--- src/rtl/qos_req_issuer_pkg.sv ---
// Shared definitions for the QoS request issuer and the entry arbiter it feeds.
// Holds the QoS tag width, the top QoS class and the credit-counter width helper.
package qos_req_issuer_pkg;

  localparam int unsigned QOS_W = 4;
  localparam logic [QOS_W-1:0] QOS_MAX = '1;

  // The counter must be able to hold ENTRY_NUM itself, not just ENTRY_NUM-1.
  function automatic int unsigned cred_w(input int unsigned entry_num);
    return $clog2(entry_num) + 1;
  endfunction

  typedef enum logic [1:0] {
    ST_EMPTY,
    ST_STALL,
    ST_PRESENT
  } issue_state_e;

endpackage

--- src/rtl/qos_req_issuer_if.sv ---
// Upstream request port, arbiter-facing request port and credit signals of the issuer.
// The master side is the issuer itself; the slave side is the source/arbiter environment.
interface qos_req_issuer_if #(
  parameter int unsigned ENTRY_NUM = 32,
  parameter int unsigned QOS_W     = 4,
  parameter int unsigned PAYLOAD_W = 32
);
  import qos_req_issuer_pkg::*;

  localparam int unsigned CW = cred_w(ENTRY_NUM);

  logic                 src_vld;
  logic                 src_rdy;
  logic [QOS_W-1:0]     src_qos;
  logic [PAYLOAD_W-1:0] src_payload;
  logic                 tx_vld;
  logic                 tx_rdy;
  logic [QOS_W-1:0]     tx_qos;
  logic [PAYLOAD_W-1:0] tx_payload;
  logic                 cred_ret;
  logic [CW-1:0]        credits;
  logic                 cred_err;

  modport master (
    input  src_vld, src_qos, src_payload, tx_rdy, cred_ret,
    output src_rdy, tx_vld, tx_qos, tx_payload, credits, cred_err
  );

  modport slave (
    output src_vld, src_qos, src_payload, tx_rdy, cred_ret,
    input  src_rdy, tx_vld, tx_qos, tx_payload, credits, cred_err
  );

endinterface

--- src/rtl/qos_req_issuer_sync_fifo.sv ---
// Small synchronous FIFO with registered occupancy count and combinational head read.
// Storage is cleared on reset so the head reads zero while empty after reset.
module sync_fifo #(
  parameter int unsigned WIDTH = 8,
  parameter int unsigned DEPTH = 4
) (
  input  logic             clk,
  input  logic             rst_n,
  input  logic             push,
  input  logic [WIDTH-1:0] push_data,
  input  logic             pop,
  output logic [WIDTH-1:0] head,
  output logic             full,
  output logic             empty
);

  localparam int unsigned AW   = $clog2(DEPTH);
  localparam int unsigned CNTW = AW + 1;

  logic [WIDTH-1:0] mem [DEPTH];
  logic [AW-1:0]    wr_ptr;
  logic [AW-1:0]    rd_ptr;
  logic [CNTW-1:0]  count;
  logic             push_ok;
  logic             pop_ok;

  assign full    = (count == CNTW'(DEPTH));
  assign empty   = (count == '0);
  assign push_ok = push && !full;
  assign pop_ok  = pop && !empty;
  assign head    = mem[rd_ptr];

  always_ff @(posedge clk or negedge rst_n) begin
    if (!rst_n) begin
      mem    <= '{default: '0};
      wr_ptr <= '0;
      rd_ptr <= '0;
      count  <= '0;
    end else begin
      if (push_ok) begin
        mem[wr_ptr] <= push_data;
        wr_ptr      <= wr_ptr + AW'(1);
      end
      if (pop_ok) begin
        rd_ptr <= rd_ptr + AW'(1);
      end
      case ({push_ok, pop_ok})
        2'b10:   count <= count + CNTW'(1);
        2'b01:   count <= count - CNTW'(1);
        default: count <= count;
      endcase
    end
  end

endmodule

--- src/rtl/qos_req_issuer.sv ---
// Credit-gated request issuer: buffers QoS-tagged requests and presents them to the arbiter,
// promoting a request to the top QoS class if it has starved for credits long enough.
module qos_req_issuer #(
  parameter int unsigned ENTRY_NUM     = 32,
  parameter int unsigned QOS_W         = 4,
  parameter int unsigned PAYLOAD_W     = 32,
  parameter int unsigned FIFO_DEPTH    = 4,
  parameter int unsigned STARVE_CYCLES = 16
) (
  input logic              clk,
  input logic              rst_n,
  qos_req_issuer_if.master bus
);
  import qos_req_issuer_pkg::*;

  localparam int unsigned CW   = cred_w(ENTRY_NUM);
  localparam int unsigned AGEW = $clog2(STARVE_CYCLES) + 1;
  localparam int unsigned DW   = QOS_W + PAYLOAD_W;

  logic [DW-1:0]   head_data;
  logic            fifo_full;
  logic            fifo_empty;
  logic            push;
  logic            pop;
  logic [CW-1:0]   credits;
  logic            cred_err;
  logic [AGEW-1:0] age;
  logic            promote;
  issue_state_e    state;

  assign push = bus.src_vld && !fifo_full;
  assign pop  = bus.tx_rdy && (state == ST_PRESENT);

  sync_fifo #(
    .WIDTH (DW),
    .DEPTH (FIFO_DEPTH)
  ) u_fifo (
    .clk       (clk),
    .rst_n     (rst_n),
    .push      (push),
    .push_data ({bus.src_qos, bus.src_payload}),
    .pop       (pop),
    .head      (head_data),
    .full      (fifo_full),
    .empty     (fifo_empty)
  );

  // Presentation state is fully implied by FIFO occupancy and the credit count.
  always_comb begin
    state = ST_EMPTY;
    if (!fifo_empty) begin
      state = (credits == '0) ? ST_STALL : ST_PRESENT;
    end
  end

  always_ff @(posedge clk or negedge rst_n) begin
    if (!rst_n) begin
      credits  <= CW'(ENTRY_NUM);
      cred_err <= 1'b0;
    end else begin
      case ({pop, bus.cred_ret})
        2'b10: credits <= credits - CW'(1);
        2'b01: begin
          if (credits != CW'(ENTRY_NUM)) begin
            credits <= credits + CW'(1);
          end
        end
        default: credits <= credits;
      endcase
      if (bus.cred_ret && (credits == CW'(ENTRY_NUM))) begin
        cred_err <= 1'b1;
      end
    end
  end

  // Age only advances while stalled, so tx_qos cannot change under a raised tx_vld.
  always_ff @(posedge clk or negedge rst_n) begin
    if (!rst_n) begin
      age <= '0;
    end else if (pop) begin
      age <= '0;
    end else if ((state == ST_STALL) && (age != AGEW'(STARVE_CYCLES))) begin
      age <= age + AGEW'(1);
    end
  end

  assign promote = (age == AGEW'(STARVE_CYCLES));

  always_comb begin
    bus.src_rdy    = !fifo_full;
    bus.tx_vld     = (state == ST_PRESENT);
    bus.tx_payload = head_data[PAYLOAD_W-1:0];
    bus.tx_qos     = promote ? '1 : head_data[DW-1 -: QOS_W];
    bus.credits    = credits;
    bus.cred_err   = cred_err;
  end

endmodule

--- src/flat_wrapper.sv ---
// flat-port wrapper written by rule: the top's interface ports become plain ports
module qos_req_issuer_flat import qos_req_issuer_pkg::*;
#(
  parameter int unsigned ENTRY_NUM     = 32,
  parameter int unsigned QOS_W         = 4,
  parameter int unsigned PAYLOAD_W     = 32,
  parameter int unsigned FIFO_DEPTH    = 4,
  parameter int unsigned STARVE_CYCLES = 16
)
  (clk, rst_n, bus_src_vld, bus_src_qos, bus_src_payload, bus_tx_rdy, bus_cred_ret, bus_src_rdy, bus_tx_vld, bus_tx_qos, bus_tx_payload, bus_credits, bus_cred_err);
  qos_req_issuer_if #(.ENTRY_NUM(ENTRY_NUM), .QOS_W(QOS_W), .PAYLOAD_W(PAYLOAD_W)) bus_i ();
  input logic clk;
  input logic rst_n;
  input wire logic [$bits(bus_i.src_vld)-1:0] bus_src_vld;
  input wire logic [$bits(bus_i.src_qos)-1:0] bus_src_qos;
  input wire logic [$bits(bus_i.src_payload)-1:0] bus_src_payload;
  input wire logic [$bits(bus_i.tx_rdy)-1:0] bus_tx_rdy;
  input wire logic [$bits(bus_i.cred_ret)-1:0] bus_cred_ret;
  output wire logic [$bits(bus_i.src_rdy)-1:0] bus_src_rdy;
  output wire logic [$bits(bus_i.tx_vld)-1:0] bus_tx_vld;
  output wire logic [$bits(bus_i.tx_qos)-1:0] bus_tx_qos;
  output wire logic [$bits(bus_i.tx_payload)-1:0] bus_tx_payload;
  output wire logic [$bits(bus_i.credits)-1:0] bus_credits;
  output wire logic [$bits(bus_i.cred_err)-1:0] bus_cred_err;
  assign bus_i.src_vld = bus_src_vld;
  assign bus_i.src_qos = bus_src_qos;
  assign bus_i.src_payload = bus_src_payload;
  assign bus_i.tx_rdy = bus_tx_rdy;
  assign bus_i.cred_ret = bus_cred_ret;
  assign bus_src_rdy = bus_i.src_rdy;
  assign bus_tx_vld = bus_i.tx_vld;
  assign bus_tx_qos = bus_i.tx_qos;
  assign bus_tx_payload = bus_i.tx_payload;
  assign bus_credits = bus_i.credits;
  assign bus_cred_err = bus_i.cred_err;
  qos_req_issuer #(.ENTRY_NUM(ENTRY_NUM), .QOS_W(QOS_W), .PAYLOAD_W(PAYLOAD_W), .FIFO_DEPTH(FIFO_DEPTH), .STARVE_CYCLES(STARVE_CYCLES)) u_core (.clk(clk), .rst_n(rst_n), .bus(bus_i));
endmodule
--- config.mk ---
export PLATFORM = sky130hd
export DESIGN_NAME = qos_req_issuer_flat
export DESIGN_NICKNAME = d
export VERILOG_FILES = /design/src/rtl/qos_req_issuer_pkg.sv /design/src/rtl/qos_req_issuer_if.sv /design/src/rtl/qos_req_issuer_sync_fifo.sv /design/src/rtl/qos_req_issuer.sv /design/src/flat_wrapper.sv
export SDC_FILE = /design/constraint.sdc
export NUM_CORES = 1
export LEC_CHECK = 0
export CORE_ASPECT_RATIO = 0.8
export CORE_MARGIN = 4
export CORE_UTILIZATION = 63
export CTS_CLUSTER_DIAMETER = 50
export CTS_CLUSTER_SIZE = 12
export DETAILED_ROUTE_END_ITERATION = 6
export DONT_BUFFER_PORTS = 1
export GPL_ROUTABILITY_DRIVEN = 1
export HOLD_SLACK_MARGIN = 0.12
export PLACE_DENSITY_LB_ADDON = 0.2
export RECOVER_POWER = 50
export SKIP_LAST_GASP = 1
export SLEW_MARGIN = 20
export SYNTH_ARGS = -nofsm -noshare
export SYNTH_HDL_FRONTEND = slang
export SYNTH_SLANG_ARGS = --single-unit
--- constraint.sdc ---
create_clock -name clk -period 3.8 [get_ports clk]
set_clock_uncertainty 0.1 [all_clocks]
set_input_delay 0.19 -clock clk [delete_from_list [all_inputs] [get_ports clk]]
set_output_delay 0.19 -clock clk [all_outputs]
set_load 0.02 [all_outputs]
==> flow_summary.ini <==
[outcome]
outcome = finished, violations left
violations = hold timing

[layout]
final_common_cell = dfrtp_1
diodes = 0
post-route-util_pct = 74.05
drive_gt1_share_pct = 45.47
final_area_um2 = 8496
final_nets = 561
area_growth_pct = 15.30
most-common-layout-cells = dfrtp_1, mux2_2, dlygate4sd3_1, mux4_2, clkbuf_16

[route]
first_pass_iters = 4
drt-total-wl_mm = 14.16
wire_per_inst_um = 21.23
ant_nets = 0
drt-initial-drc-count = 210
viasPerCell = 6.021
drc = 0
dr_total_vias = 4016

[sta]
hold_violations = 163
min_period_over_period_pct = 86.76
min_period_ps = 3297
rsz0062_at_grt = false
slew_viol_final = 0
relSlewSlack_pct = 60.65
tightestPinTransition_ps = 590.2
finalSetupViolations = 0
timing.fmax_ghz = 0.3033
setup_tns_ps = 0
hold_slack_ps = -625.9

[synth]
syn_nets = 515
async_flop_share_pct = 100.0
synth_top_area_share_pct = 55.02
synth-seq-cells = 163
syn_inst = 461
avgSynthCellArea_um2 = 15.98
ys_seq_area_share_pct = 55.37
synth_top_cell_by_area = dfrtp_1
synth_top_cells_by_area = dfrtp_1, mux2_2, mux4_2, ha_1, buf_2
synth_edf_count = 0
synth_area_um2 = 7368
yosysWarnings = 0
synth.distinct_cells = 40
synth_flop_cell = dfrtp_1

[global_routing]
grt_max_degree = 164
met2_usage_pct = 37.68
top_usage_layer = met2
antenna_found_initial = 0
grt_overflow = 0
gr-usage-all-layers_pct = 22.93
gr-usage-met1_pct = 31.21
grt_use_met3_pct = 6.030
grt_first_pass_wirelength_mm = 23.98
grt_pass1_vias = 4448

[setup_path]
path_class = reg2reg
cp_num_cells = 8
crit_path_max_fanout = 7
crit_path_end_kind = flip-flop
reg2reg_depth = 8
required_ps = 3990
worstSetupStartpointType = flip-flop
path_delay_family = simple AND/OR/NAND/NOR gates
crit_buf_inv = 0
max_stage_delay_ps = 740
slowest_stage = or4_1
crit_arrival_ps = 3490
crit_chain = or4_1, o31ai_4, nand2_1, fa_1, a21o_1, a21oi_1, xnor2_1, a32o_1

[die]
core_area_um2 = 11470
die-area_um2 = 13500
ioPinCount = 86
die_w_um = 128.9
die_h_um = 104.7
start_util_pct = 64.22
rows = 35

[power_and_ir_drop]
vdd_drop_max_mv = 0.5937
p_seq_share_pct = 39.3
power_switching_uw = 2840
sw_frac_of_total_pct = 34.50
power.leakage_uw = 0.003604
p_int_uw = 5392
power_frac_comb_pct = 40.1
p_clk_share_pct = 20.6
pwr_density_cell_nw_per_um2 = 969.0

[clock_network]
cts_tree = done
clock_latency_ps = 400
hold_buffers = 39
cts_resized = 0
clock-sinks = 163
clk_pin_slew_ps = 60
root_buffer = clkbuf_16
post_cts.repair.setup_buffers = 0
htreeDepth = 4
cts_buffers = 17
cts.path.max_buffers = 2

[placed_design]
dp_hpwl_mm = 8.890
dpl-instance-area_um2 = 7530
port_buffers = 0
place_congestion = 0.7109

[hold_path]
hold_path.class = in2async

[run]
max_cap_violations = 0
## per-stage QoR
step                worst slack, ps  std cells  total power, uW
finish                        503.0        667             8233
global route                  260.5        667             8728
CTS                           610.6        667             8326
detailed placement            619.5        597             6550
global placement              719.0        597             6360
floorplan                     822.8        461             5898
## power groups by stage
stage / clock network, uW / logic (uW) / registers, uW
2_1_floorplan: 0 / 2900 / 3000
3_3_place_gp: 0 / 3170 / 3190
3_5_place_dp: 0 / 3290 / 3260
4_1_cts: 1730 / 3360 / 3240
5_1_grt: 1810 / 3570 / 3360
6_report: 1700 / 3300 / 3240
## state kept, by name (all words and copies together), names as in the netlist
name and cells:
u_core.u_fifo.wr_ptr 2, u_core.bus.credits 6, u_core.u_fifo.mem 144, u_core.age 5, u_core.u_fifo.count 3, u_core.bus.cred_err 1, u_core.u_fifo.rd_ptr 2
## cell usage after synthesis, types with 2 or more instances
master,instances
clkbuf_1,3
a21oi_1,3
inv_1,9
nand2_1,9
buf_2,17
or2_2,6
xor2_1,6
nor3_1,2
mux4_2,36
dfrtp_1,162
nand4_1,2
nor2_1,11
ha_1,11
mux2_2,144
mux2_4,2
xnor2_1,9
fa_1,2
o21ai_0,5
## area by class of cell
type	count	area [um2]
clock buffer	21	450.4
clock inverter	10	133.9
fill	733	2978
inverter	9	33.78
multi-input combinational	267	3144
sequential	163	4083
tap	148	185.2
timing repair buffer	49	465.4
## cell families after synthesis
kind of cell / after synthesis / share of synthesized area (%)
compound gates: 19 / 2.072
fa+ha+maj: 13 / 2.411
xor+xnor: 15 / 1.783
mux: 183 / 33.55
flops: 163 / 55.37
simple gates: 37 / 2.836
buf+inv: 31 / 1.970
## final timing paths
kind,startpoint,endpoint,slack (ps)
max,u_core.bus.credits[0],u_core.bus.credits[4],500
min,rst_n,u_core.bus.cred_err,-630
max reg2reg,u_core.bus.credits[0],u_core.bus.credits[4],500
min reg2reg,u_core.u_fifo.mem[67],u_core.u_fifo.mem[67],400
max in group asynchronous,rst_n,u_core.bus.credits[5],4040
min in group clk,u_core.u_fifo.mem[67],u_core.u_fifo.mem[67],400
## metal layers
metal	wire length [um]	part of all wire, %
met2	7337	52
met1	6062	43
met5	0	0
met4	93	0.66
met3	669	4.7
Note: power is estimated with default switching activity, not from simulation.
